[src/rtl/ptr_sync_pkg.sv]
// Shared helpers for the async FIFO pointer synchronisers: Gray/binary
// conversion on a fixed maximum width and the legal synchroniser depth range.
package ptr_sync_pkg;

    localparam int PTR_MAX_W  = 32;
    localparam int STAGES_MIN = 2;
    localparam int STAGES_MAX = 4;

    // Narrower pointers are zero-extended; leading zeros decode to zeros.
    function automatic logic [PTR_MAX_W-1:0] gray2bin(input logic [PTR_MAX_W-1:0] g);
        logic [PTR_MAX_W-1:0] b;
        b[PTR_MAX_W-1] = g[PTR_MAX_W-1];
        for (int i = PTR_MAX_W - 2; i >= 0; i--) begin
            b[i] = b[i+1] ^ g[i];
        end
        return b;
    endfunction

    function automatic logic [PTR_MAX_W-1:0] bin2gray(input logic [PTR_MAX_W-1:0] b);
        return b ^ (b >> 1);
    endfunction

endpackage

[src/rtl/ptr_sync_n_sync_chain.sv]
// WIDTH-bit, STAGES-deep synchroniser flop chain, synchronous reset to zero.
module sync_chain #(
    parameter int WIDTH  = 4,
    parameter int STAGES = 2
) (
    input  logic             dclk,
    input  logic             drst,
    input  logic [WIDTH-1:0] d,
    output logic [WIDTH-1:0] q
);

    logic [WIDTH-1:0] stage_r [STAGES];

    // Shift the sampled value one flop deeper on every destination edge.
    always_ff @(posedge dclk) begin
        if (drst) begin
            for (int i = 0; i < STAGES; i++) begin
                stage_r[i] <= '0;
            end
        end else begin
            stage_r[0] <= d;
            for (int i = 1; i < STAGES; i++) begin
                stage_r[i] <= stage_r[i-1];
            end
        end
    end

    assign q = stage_r[STAGES-1];

endmodule

[src/rtl/ptr_sync_n.sv]
// Multi-channel Gray pointer synchroniser with binary decode, update pulse
// and sticky illegal-step detection, all in the destination clock domain.
module ptr_sync_n
    import ptr_sync_pkg::*;
#(
    parameter int ADDR_SIZE = 3,
    parameter int STAGES    = 2,
    parameter int CHANNELS  = 1,
    parameter int MAX_STEP  = 2 ** ADDR_SIZE
) (
    input  logic                                dclk,
    input  logic                                drst,
    input  logic [CHANNELS*(ADDR_SIZE+1)-1:0]   gray_in,
    input  logic [CHANNELS-1:0]                 err_clr,
    output logic [CHANNELS*(ADDR_SIZE+1)-1:0]   gray_out,
    output logic [CHANNELS*(ADDR_SIZE+1)-1:0]   bin_out,
    output logic [CHANNELS-1:0]                 ptr_update,
    output logic [CHANNELS-1:0]                 step_err
);

    localparam int PW = ADDR_SIZE + 1;
    localparam logic [PTR_MAX_W-1:0] MAX_STEP_L = PTR_MAX_W'(MAX_STEP);

    if (STAGES < STAGES_MIN || STAGES > STAGES_MAX) begin : g_bad_stages
        $error("ptr_sync_n: STAGES must lie in 2..4");
    end
    if (CHANNELS < 1) begin : g_bad_channels
        $error("ptr_sync_n: CHANNELS must be at least 1");
    end

    for (genvar c = 0; c < CHANNELS; c++) begin : g_ch
        logic [PW-1:0]        gray_s;
        logic [PTR_MAX_W-1:0] gray_wide_s;
        logic [PTR_MAX_W-1:0] bin_wide_s;
        logic [PW-1:0]        bin_nxt_s;
        logic [PW-1:0]        delta_s;
        logic                 illegal_s;
        logic [PW-1:0]        bin_r;
        logic                 upd_r;
        logic                 err_r;

        sync_chain #(
            .WIDTH  (PW),
            .STAGES (STAGES)
        ) u_chain (
            .dclk (dclk),
            .drst (drst),
            .d    (gray_in[c*PW +: PW]),
            .q    (gray_s)
        );

        // Decode and measure the forward distance; modulo subtraction covers wrap.
        always_comb begin
            gray_wide_s          = '0;
            gray_wide_s[PW-1:0]  = gray_s;
            bin_wide_s           = gray2bin(gray_wide_s);
            bin_nxt_s            = bin_wide_s[PW-1:0];
            delta_s              = bin_nxt_s - bin_r;
            illegal_s            = (PTR_MAX_W'(delta_s) > MAX_STEP_L);
        end

        // Registered decode stage; a new illegal step outranks a clear.
        always_ff @(posedge dclk) begin
            if (drst) begin
                bin_r <= '0;
                upd_r <= 1'b0;
                err_r <= 1'b0;
            end else begin
                bin_r <= bin_nxt_s;
                upd_r <= (delta_s != '0);
                if (illegal_s) begin
                    err_r <= 1'b1;
                end else if (err_clr[c]) begin
                    err_r <= 1'b0;
                end else begin
                    err_r <= err_r;
                end
            end
        end

        assign gray_out[c*PW +: PW] = gray_s;
        assign bin_out[c*PW +: PW]  = bin_r;
        assign ptr_update[c]        = upd_r;
        assign step_err[c]          = err_r;
    end

endmodule

[config.mk]
export PLATFORM = sky130hd
export DESIGN_NAME = ptr_sync_n
export DESIGN_NICKNAME = d
export VERILOG_FILES = /design/src/rtl/ptr_sync_pkg.sv /design/src/rtl/ptr_sync_n_sync_chain.sv /design/src/rtl/ptr_sync_n.sv
export SDC_FILE = /design/constraint.sdc
export NUM_CORES = 1
export LEC_CHECK = 0
export CORE_UTILIZATION = 39
export DETAILED_ROUTE_END_ITERATION = 8
export PLACE_DENSITY = 0.71
export SLEW_MARGIN = 15
export SYNTH_ARGS = -nofsm -noshare
export SYNTH_HDL_FRONTEND = slang
export SYNTH_SLANG_ARGS = --single-unit
[constraint.sdc]
create_clock -name dclk -period 1.9 [get_ports dclk]
set_input_delay 0.38 -clock dclk [delete_from_list [all_inputs] [get_ports dclk]]
set_output_delay 0.38 -clock dclk [all_outputs]
set_load 0.02 [all_outputs]
### Word-level counts from Yosys, hierarchy flattened

Memories as Yosys holds them, arrays and structs flattened.
Index checks and enable logic that the tools add are counted.

| word-level totals | value |
|---|---|
| memories | 1 |
| word-level logic and storage cells | 20 |
| output and inout bits | 10 |
| RAM bits | 8 |
| bits in registers | 6 |
| bits of input ports | 7 |

| cells by class | value |
|---|---|
| reductions and logical operators | 2 |
| $lt $le $gt $ge | 1 |
| mux-type cells | 7 |
| bitwise operators | 5 |
| add/sub/neg operators | 1 |

Memory list:

| name | depth | bits a word | read ports | clocked after memory_dff | wr ports | line | text |
|---|---|---|---|---|---|---|---|
| g_ch[0].u_chain.stage_r | 2 | 4 | 2 | 0 | 2 | ptr_sync_n_sync_chain.sv:12 | `logic [WIDTH-1:0] stage_r [STAGES];` |

Operator list:

| operator | number |
|---|---|
| $mux 4 | 2 |
| $mux 1 | 5 |
| $gt 4x4->1 const B | 1 |
| $reduce_bool 4->1 | 1 |
| $sub 4x4->4 | 1 |
| $xor 1x1->1 | 3 |
| $or 1x1->1 | 2 |
| $reduce_bool 2->1 | 1 |

### Logic depth before layout (Yosys ltp)

Gate-level depths: netlist of run 1.
An unclocked memory read counts as a cell.

| depth | value |
|---|---|
| depth in word-level cells | 7 |
| depth in mapped cells | 7 |
| mapped depth without buffers | 7 |

### Hierarchy

Synthesis of run 1 repeated with hierarchy kept, for this count alone.

| second synthesis, totals | value |
|---|---|
| cell total of the unflattened synthesis | 58 |
| area, all modules | 606.8 um2 |

Modules (own cells, without submodules):

| module | cells an instance | sequential area each (um2) | area an instance (um2) | instances |
|---|---|---|---|---|
| ptr_sync_n | 38 | 120.1 | 366.6 | 1 |
| sync_chain | 20 | 160.2 | 240.2 | 1 |

### Worst setup path before layout of run 1

No wires, ideal clock.

| timing | value |
|---|---|
| kind | flip-flop to flip-flop |
| start | memory g_ch[0].u_chain.stage_r[1][3], in the netlist g_ch[0].u_chain.stage_r[0][7] |
| end | register g_ch[0].err_r, in the netlist step_err |
| path buffers | 0 |
| arrival time | 1.997 ns |
| setup slack | -0.188 ns |
| library setup time | 0.091 ns |
| required time | 1.809 ns |
| clock period less this slack | 2.088 ns |
| cell stages (with the launch flop) | 8 |
| cells stage by stage | dfxtp_1 > xnor3_2 > xor2_1 > ha_1 > fa_1 > xnor2_1 > nor3b_1 > a311oi_1 |

RTL lines:

| element | line | text |
|---|---|---|
| from (decl) | ptr_sync_n_sync_chain.sv:12 |  |
| to (signal assigned) | ptr_sync_n.sv:76 | `err_r <= err_r;` |
| to (decl) | ptr_sync_n.sv:40 | `logic err_r;` |

==> results of run 1 <==
-- metal layers --
layer / track usage [%] / up-vias
li1: - / 207
met1: 16.61 / 197
met2: 21.43 / 13
met3: 5.000 / 2
met4: 7.500 / 0
met5: 0 / -
-- final cells by class --
cell class              count  area share [%]
multi-input cells          31           34.08
clock buffers               4           4.315
well taps                  15           2.232
inverters                   3           1.339
flip-flops and latches     14           33.63
repair buffers             22           24.40
-- synthesized netlist by cell type (3+ instances only) --
master / number / area, sq um
ha_1: 3 / 37.54
xor2_1: 3 / 26.28
inv_1: 3 / 11.26
dfxtp_1: 14 / 280.3
nor2b_1: 10 / 62.56
nor2_1: 3 / 11.26
buf_4: 4 / 30.03
-- registers in the layout, indices dropped and copies added (netlist names) --
| register | count |
|---|---|
| step_err | 1 |
| ptr_update | 1 |
| g_ch.u_chain.stage_r | 8 |
| bin_out | 4 |
-- logic make-up after synthesis --
logic type	share of synthesized area (%)
AO/OA/AOI/OAI	4.742
XOR/XNOR	10.13
adder cells (fa/ha/maj)	9.915
buffers and inverters	7.758
flip-flops	48.28
AND/OR/NAND/NOR	19.18
-- worst reg2reg max path: stages, from the launching register on --
cell,delay [ns]
dfxtp_2,0.33
xnor3_2,0.46
xor2_2,0.20
ha_2,0.18
fa_1,0.40
xnor2_2,0.16
nor3b_2,0.18
a311oi_2,0.05
-- per-stage QoR --
stage / instance area (sq um) / setup WS (ns) / util [%] / TNS [ns] / power, mW
6_report: 840.8 / -0.2050 / 62.28 / -0.3504 / 0.7359
3_3_place_gp: 765.7 / -0.1553 / 56.72 / -0.2249 / 0.4976
2_1_floorplan: 583.1 / -0.1182 / - / -0.1415 / 0.4356
4_1_cts: 810.8 / -0.1785 / 60.06 / -0.3002 / 0.7222
5_1_grt: 840.8 / -0.2905 / 62.28 / -0.5368 / 0.7866
3_5_place_dp: 765.7 / -0.2165 / 56.72 / -0.3157 / 0.5024
-- repair_timing --
action | CTS | global route
pin swaps | 3 | 4
endpoints found under the setup margin | 2 | 2
setup buffers | 0 | 1
resized for setup | 2 | 5
-- worst paths after layout --
kind / start / end / slack, ns / cells past startpoint
max: g_ch[0].u_chain.stage_r[0][5] / step_err / -0.20 / 7
min: g_ch[0].u_chain.stage_r[0][1] / g_ch[0].u_chain.stage_r[0][5] / 0.44 / 1
max reg2reg: g_ch[0].u_chain.stage_r[0][5] / step_err / -0.20 / 7
min reg2reg: g_ch[0].u_chain.stage_r[0][1] / g_ch[0].u_chain.stage_r[0][5] / 0.44 / 1
-- power by group through the flow --
stage	logic [mW]	clock network [mW]	registers (mW)
finish	0.196	0.215	0.324
global route	0.219	0.240	0.328
CTS	0.173	0.224	0.325
detailed placement	0.171	0	0.331
global placement	0.167	0	0.331
floorplan	0.0872	0	0.348
==> results.ini, run 1 <==
[pwr]
ir_drop_mv = 0.5180
intPower_mw = 0.5422
power_frac_seq_pct = 44.1
p_per_area_nw_per_um2 = 875.2
p_clk_share_pct = 29.3
switching_power_mw = 0.1937
combPwrFrac_pct = 26.7
swShare_pct = 26.32
p_leak_nw = 0.3635

[cells_and_area]
num-fill-cells = 124
antenna_cells = 0
fin_cells = 89
regArea_sq_um = 282.8
nets = 86
drive_above_1_share_pct = 27.03
area_growth_pct = 44.83
layout_commonest_cell = clkdlybuf4s50_1
multiInputGateArea_sq_um = 286.5
layout_common_cells = 16 x clkdlybuf4s50_1, 12 x dfxtp_1, 10 x nor2b_1

[timing]
max_freq_mhz = 475.1
finalWorstSetupSlack_ns = -0.2050
hold_viol = 0
setup_viol = 2
relSlewSlack_pct = 65.68
whs_ns = 0.4418
rsz0062_at_grt = true
period_needed_ns = 2.105
worst_clock_skew_ns = 0.0005891
slew_viol_final = 0
min_period_over_period_pct = 110.8
tightest_slew_ns = 0.5132

[worst_setup_path]
critPathTopFamily = XOR/XNOR gates
cp_max_fo = 3
endpoint_kind = flop
critPathMaxStageDelay_ns = 0.46
crit_buf_inv = 0
worstPathArrival_ns = 2.26
crit_chain = xnor3_2 -> xor2_2 -> ha_2 -> fa_1 -> xnor2_2 -> nor3b_2 -> a311oi_2
crit_required_ns = 2.05
crit_type = reg2reg
cpMaxStageDelayCell = xnor3_2
worstSetupStartpointType = flop

[run_status]
violations = setup timing
status = complete, but fails checks

[yosys]
ys_types = 20
ys.flop_type = dfxtp_1
synth-async-reset-ratio_pct = 0
synthCells = 53
seq_area_frac_synth_pct = 48.28
synth-seq-cells = 14
synth_edf_count = 0
yosys_warnings = 0
avgSynthCellArea_sq_um = 10.95
syn_area_sq_um = 580.6
synth_nets = 64

[detailed_routing]
wire_per_inst_um = 10.00
drt_iter0_drc = 0
wl_um = 890
final_antenna_net_count = 0
drc_errors = 0
met2WireLength_um = 462
dr_wl_met3_um = 50
viasPerCell = 4.708
dr.pass1.iters = 1
vias = 419
wl_met1_um = 357
top_layer_used = met4

[min_path]
hp-class = reg2reg

[die]
start_util_pct = 43.00
std_cell_rows = 13
coreArea_sq_um = 1350
die-area_sq_um = 1647
io_pins = 17
fp.dieW_um = 40.58
die_h_um = 40.58

[global_route]
grt_max_degree = 15
grt_pass1_vias = 369
grt_usage_pct = 13.89
grt_pass1_wl_mm = 1.435
grt_antenna_before_repair = 0
grt.overflow.total = 0

[placement]
gp_congestion = 0.6595
port_buffers = 16
hpwl_um = 636.9
place_inst = 84

[run]
max_cap_violations = 0

[clock_tree]
clock_path_buffers = 2
clkTransAtPathRegs_ns = 0.08
clock-sinks = 14
clock_tree.htree_level_count = 1
cts_tree = yes
holdBufCountCts = 0
insertion_delay_ns = 0.28
cts_root_buf = clkbuf_4
cts_made_buffers = 3

No activity file was read; power rests on OpenSTA's default activity.
==> run 2, diff against run 1 <==
- GPL_ROUTABILITY_DRIVEN: unset -> 1
==> results of run 2 <==
Same layout as run 1: the final DEF is identical, and so are final timing and power.
==> run 3, diff against run 2 <==
- SETUP_SLACK_MARGIN: unset -> 0.15
- SLEW_MARGIN: 15 -> 20
==> run 3 against run 2 <==
Compared with the run above:
- the flow still finishes with violations (setup timing)
- maximum frequency hardly changed
- largest cell class unchanged
- critical endpoint unchanged
- cell area is 0.60% higher
- clock skew stayed put
- total power hardly changed
- register-to-register slack hardly changed
- via count is 0.24% higher
==> results.ini, run 3 (synthesis gave the netlist of run 1 again) <==
[run_status]
status = complete, but fails checks
violations = setup timing

[worst_setup_path]
endpoint_kind = flop
crit_chain = xnor3_2 -> xor2_2 -> ha_2 -> fa_1 -> xnor2_2 -> nor3b_2 -> a311oi_2
worstSetupStartpointType = flop
worstPathArrival_ns = 2.26  ; about the same
crit_type = reg2reg
crit_required_ns = 2.05  ; about the same
cp_max_fo = 3  ; unchanged
cpMaxStageDelayCell = xnor3_2
critPathMaxStageDelay_ns = 0.46  ; about the same

[timing]
worst_clock_skew_ns = 0.0005891  ; unchanged
min_period_over_period_pct = 110.8  ; about the same
finalWorstSetupSlack_ns = -0.2049  ; +0.00004900 ns
max_freq_mhz = 475.1  ; about the same
slew_viol_final = 0  ; unchanged
relSlewSlack_pct = 65.68  ; unchanged
setup_viol = 2  ; unchanged
hold_viol = 0  ; unchanged
period_needed_ns = 2.105  ; -0.00004900 ns
whs_ns = 0.4418  ; unchanged
rsz0062_at_grt = true
tightest_slew_ns = 0.5132  ; unchanged

[cells_and_area]
area_growth_pct = 45.69
layout_common_cells = 14 x clkdlybuf4s50_1, 12 x dfxtp_1, 10 x nor2b_1
drive_above_1_share_pct = 27.03  ; unchanged
largest_reg_flops = 8  ; unchanged
nets = 86  ; unchanged
antenna_cells = 0  ; unchanged
layout_commonest_cell = clkdlybuf4s50_1
final_area_sq_um = 845.8  ; +0.60%
top_register = g_ch.u_chain.stage_r

[global_route]
grt_pass1_vias = 369  ; unchanged
grt_pass1_wl_mm = 1.435  ; unchanged
grt_max_degree = 15  ; unchanged
grt_antenna_before_repair = 0  ; unchanged
grt_usage_pct = 13.89  ; unchanged
grt.overflow.total = 0  ; unchanged

[detailed_routing]
dr.pass1.iters = 1  ; unchanged
viasPerCell = 4.719  ; +0.24%
drc_errors = 0  ; unchanged
wire_per_inst_um = 10.06  ; +0.56%
vias = 420  ; +0.24%
final_antenna_net_count = 0  ; unchanged
drt_iter0_drc = 0  ; unchanged
wl_um = 895  ; +0.56%

[die]
io_pins = 17  ; unchanged
fp.dieW_um = 40.58  ; unchanged
coreArea_sq_um = 1350  ; unchanged
std_cell_rows = 13  ; unchanged
die-area_sq_um = 1647  ; unchanged
start_util_pct = 43.00  ; unchanged
die_h_um = 40.58  ; unchanged

[clock_tree]
insertion_delay_ns = 0.28  ; about the same
cts_root_buf = clkbuf_4
clock_tree.htree_level_count = 1  ; unchanged
clkTransAtPathRegs_ns = 0.08  ; about the same
clock-sinks = 14  ; unchanged
cts_made_buffers = 3  ; unchanged
clock_path_buffers = 2  ; unchanged
cts_tree = yes

[min_path]
hp-class = reg2reg

[run]
max_cap_violations = 0  ; unchanged

[placement]
hpwl_um = 636.9  ; unchanged
placed_cell_area_sq_um = 765.7  ; unchanged
gp_congestion = 0.6595  ; unchanged
port_buffers = 16  ; unchanged

[pwr]
p_per_area_nw_per_um2 = 869.6  ; -0.64%
p_leak_nw = 0.3962  ; +9.0%
ir_drop_mv = 0.5180  ; about the same

run 3: cell types whose count changed in the layout (fill, tap and decap cells not counted), sizes merged:
cell           change
dlymetal6s2s       +2
clkdlybuf4s50      -2
run 3: per-stage QoR:
stage          cells  power, mW  utilization (%)  TNS (ns)  setup WS [ns]
4_1_cts           88     0.7222            60.06   -0.3002        -0.1785
3_3_place_gp      84     0.4976            56.72   -0.2249        -0.1553
6_report          89     0.7355            62.65   -0.3504        -0.2049
2_1_floorplan     53     0.4356                -   -0.1415        -0.1182
3_5_place_dp      84     0.5024            56.72   -0.3157        -0.2165
5_1_grt           89     0.7861            62.65   -0.5368        -0.2905
run 3: metal layers:
| metal | routed length (um) | vias up | track usage, % |
|---|---|---|---|
| li1 | - | 207 | - |
| met4 | 19 | 0 | 7.500 |
| met3 | 52 | 2 | 5.000 |
| met5 | 0 | - | 0 |
| met1 | 358 | 198 | 16.61 |
| met2 | 465 | 13 | 21.43 |
run 3: what timing repair did:
item                       CTS  global route
pin swaps                    3             4
resized for setup            2             7
buffers inserted             0             1
hold buffers                 0             0
setup endpoints to repair    3             4
run 3: layout make-up:
class | instances | area, sq um
clock buffer | 4 | 36.28
fill | 125 | 504.2
tap | 15 | 18.77
sequential | 14 | 282.8
timing repair buffer | 22 | 210.2
inverter | 3 | 11.26
multi-input combinational | 31 | 286.5
run 3: critical path, delay by kind of cell (launching register included):
| family | cells | cell delay, ns |
|---|---|---|
| AO/OA/AOI/OAI | 1 | 0.05 |
| XOR/XNOR | 3 | 0.82 |
| AND/OR/NAND/NOR | 1 | 0.18 |
| adder cells (fa/ha/maj) | 2 | 0.58 |
| flip-flops | 1 | 0.33 |
run 3: report_power, final:
group | total (mW) | internal [mW] | switching, mW
logic | 0.196 | 0.110 | 0.0857
registers | 0.324 | 0.315 | 0.00939
clock network | 0.215 | 0.117 | 0.0986
total | 0.735 | 0.542 | 0.194
run 3: worst paths after layout:
| check | slack (ns) | startpoint | cells past startpoint | endpoint |
|---|---|---|---|---|
| worst min register to register | 0.44 | g_ch[0].u_chain.stage_r[0][1] | 1 | g_ch[0].u_chain.stage_r[0][5] |
| worst max register to register | -0.20 | g_ch[0].u_chain.stage_r[0][5] | 7 | step_err |
| worst max-delay path | -0.20 | g_ch[0].u_chain.stage_r[0][5] | 7 | step_err |
| worst min-delay path | 0.44 | g_ch[0].u_chain.stage_r[0][1] | 1 | g_ch[0].u_chain.stage_r[0][5] |
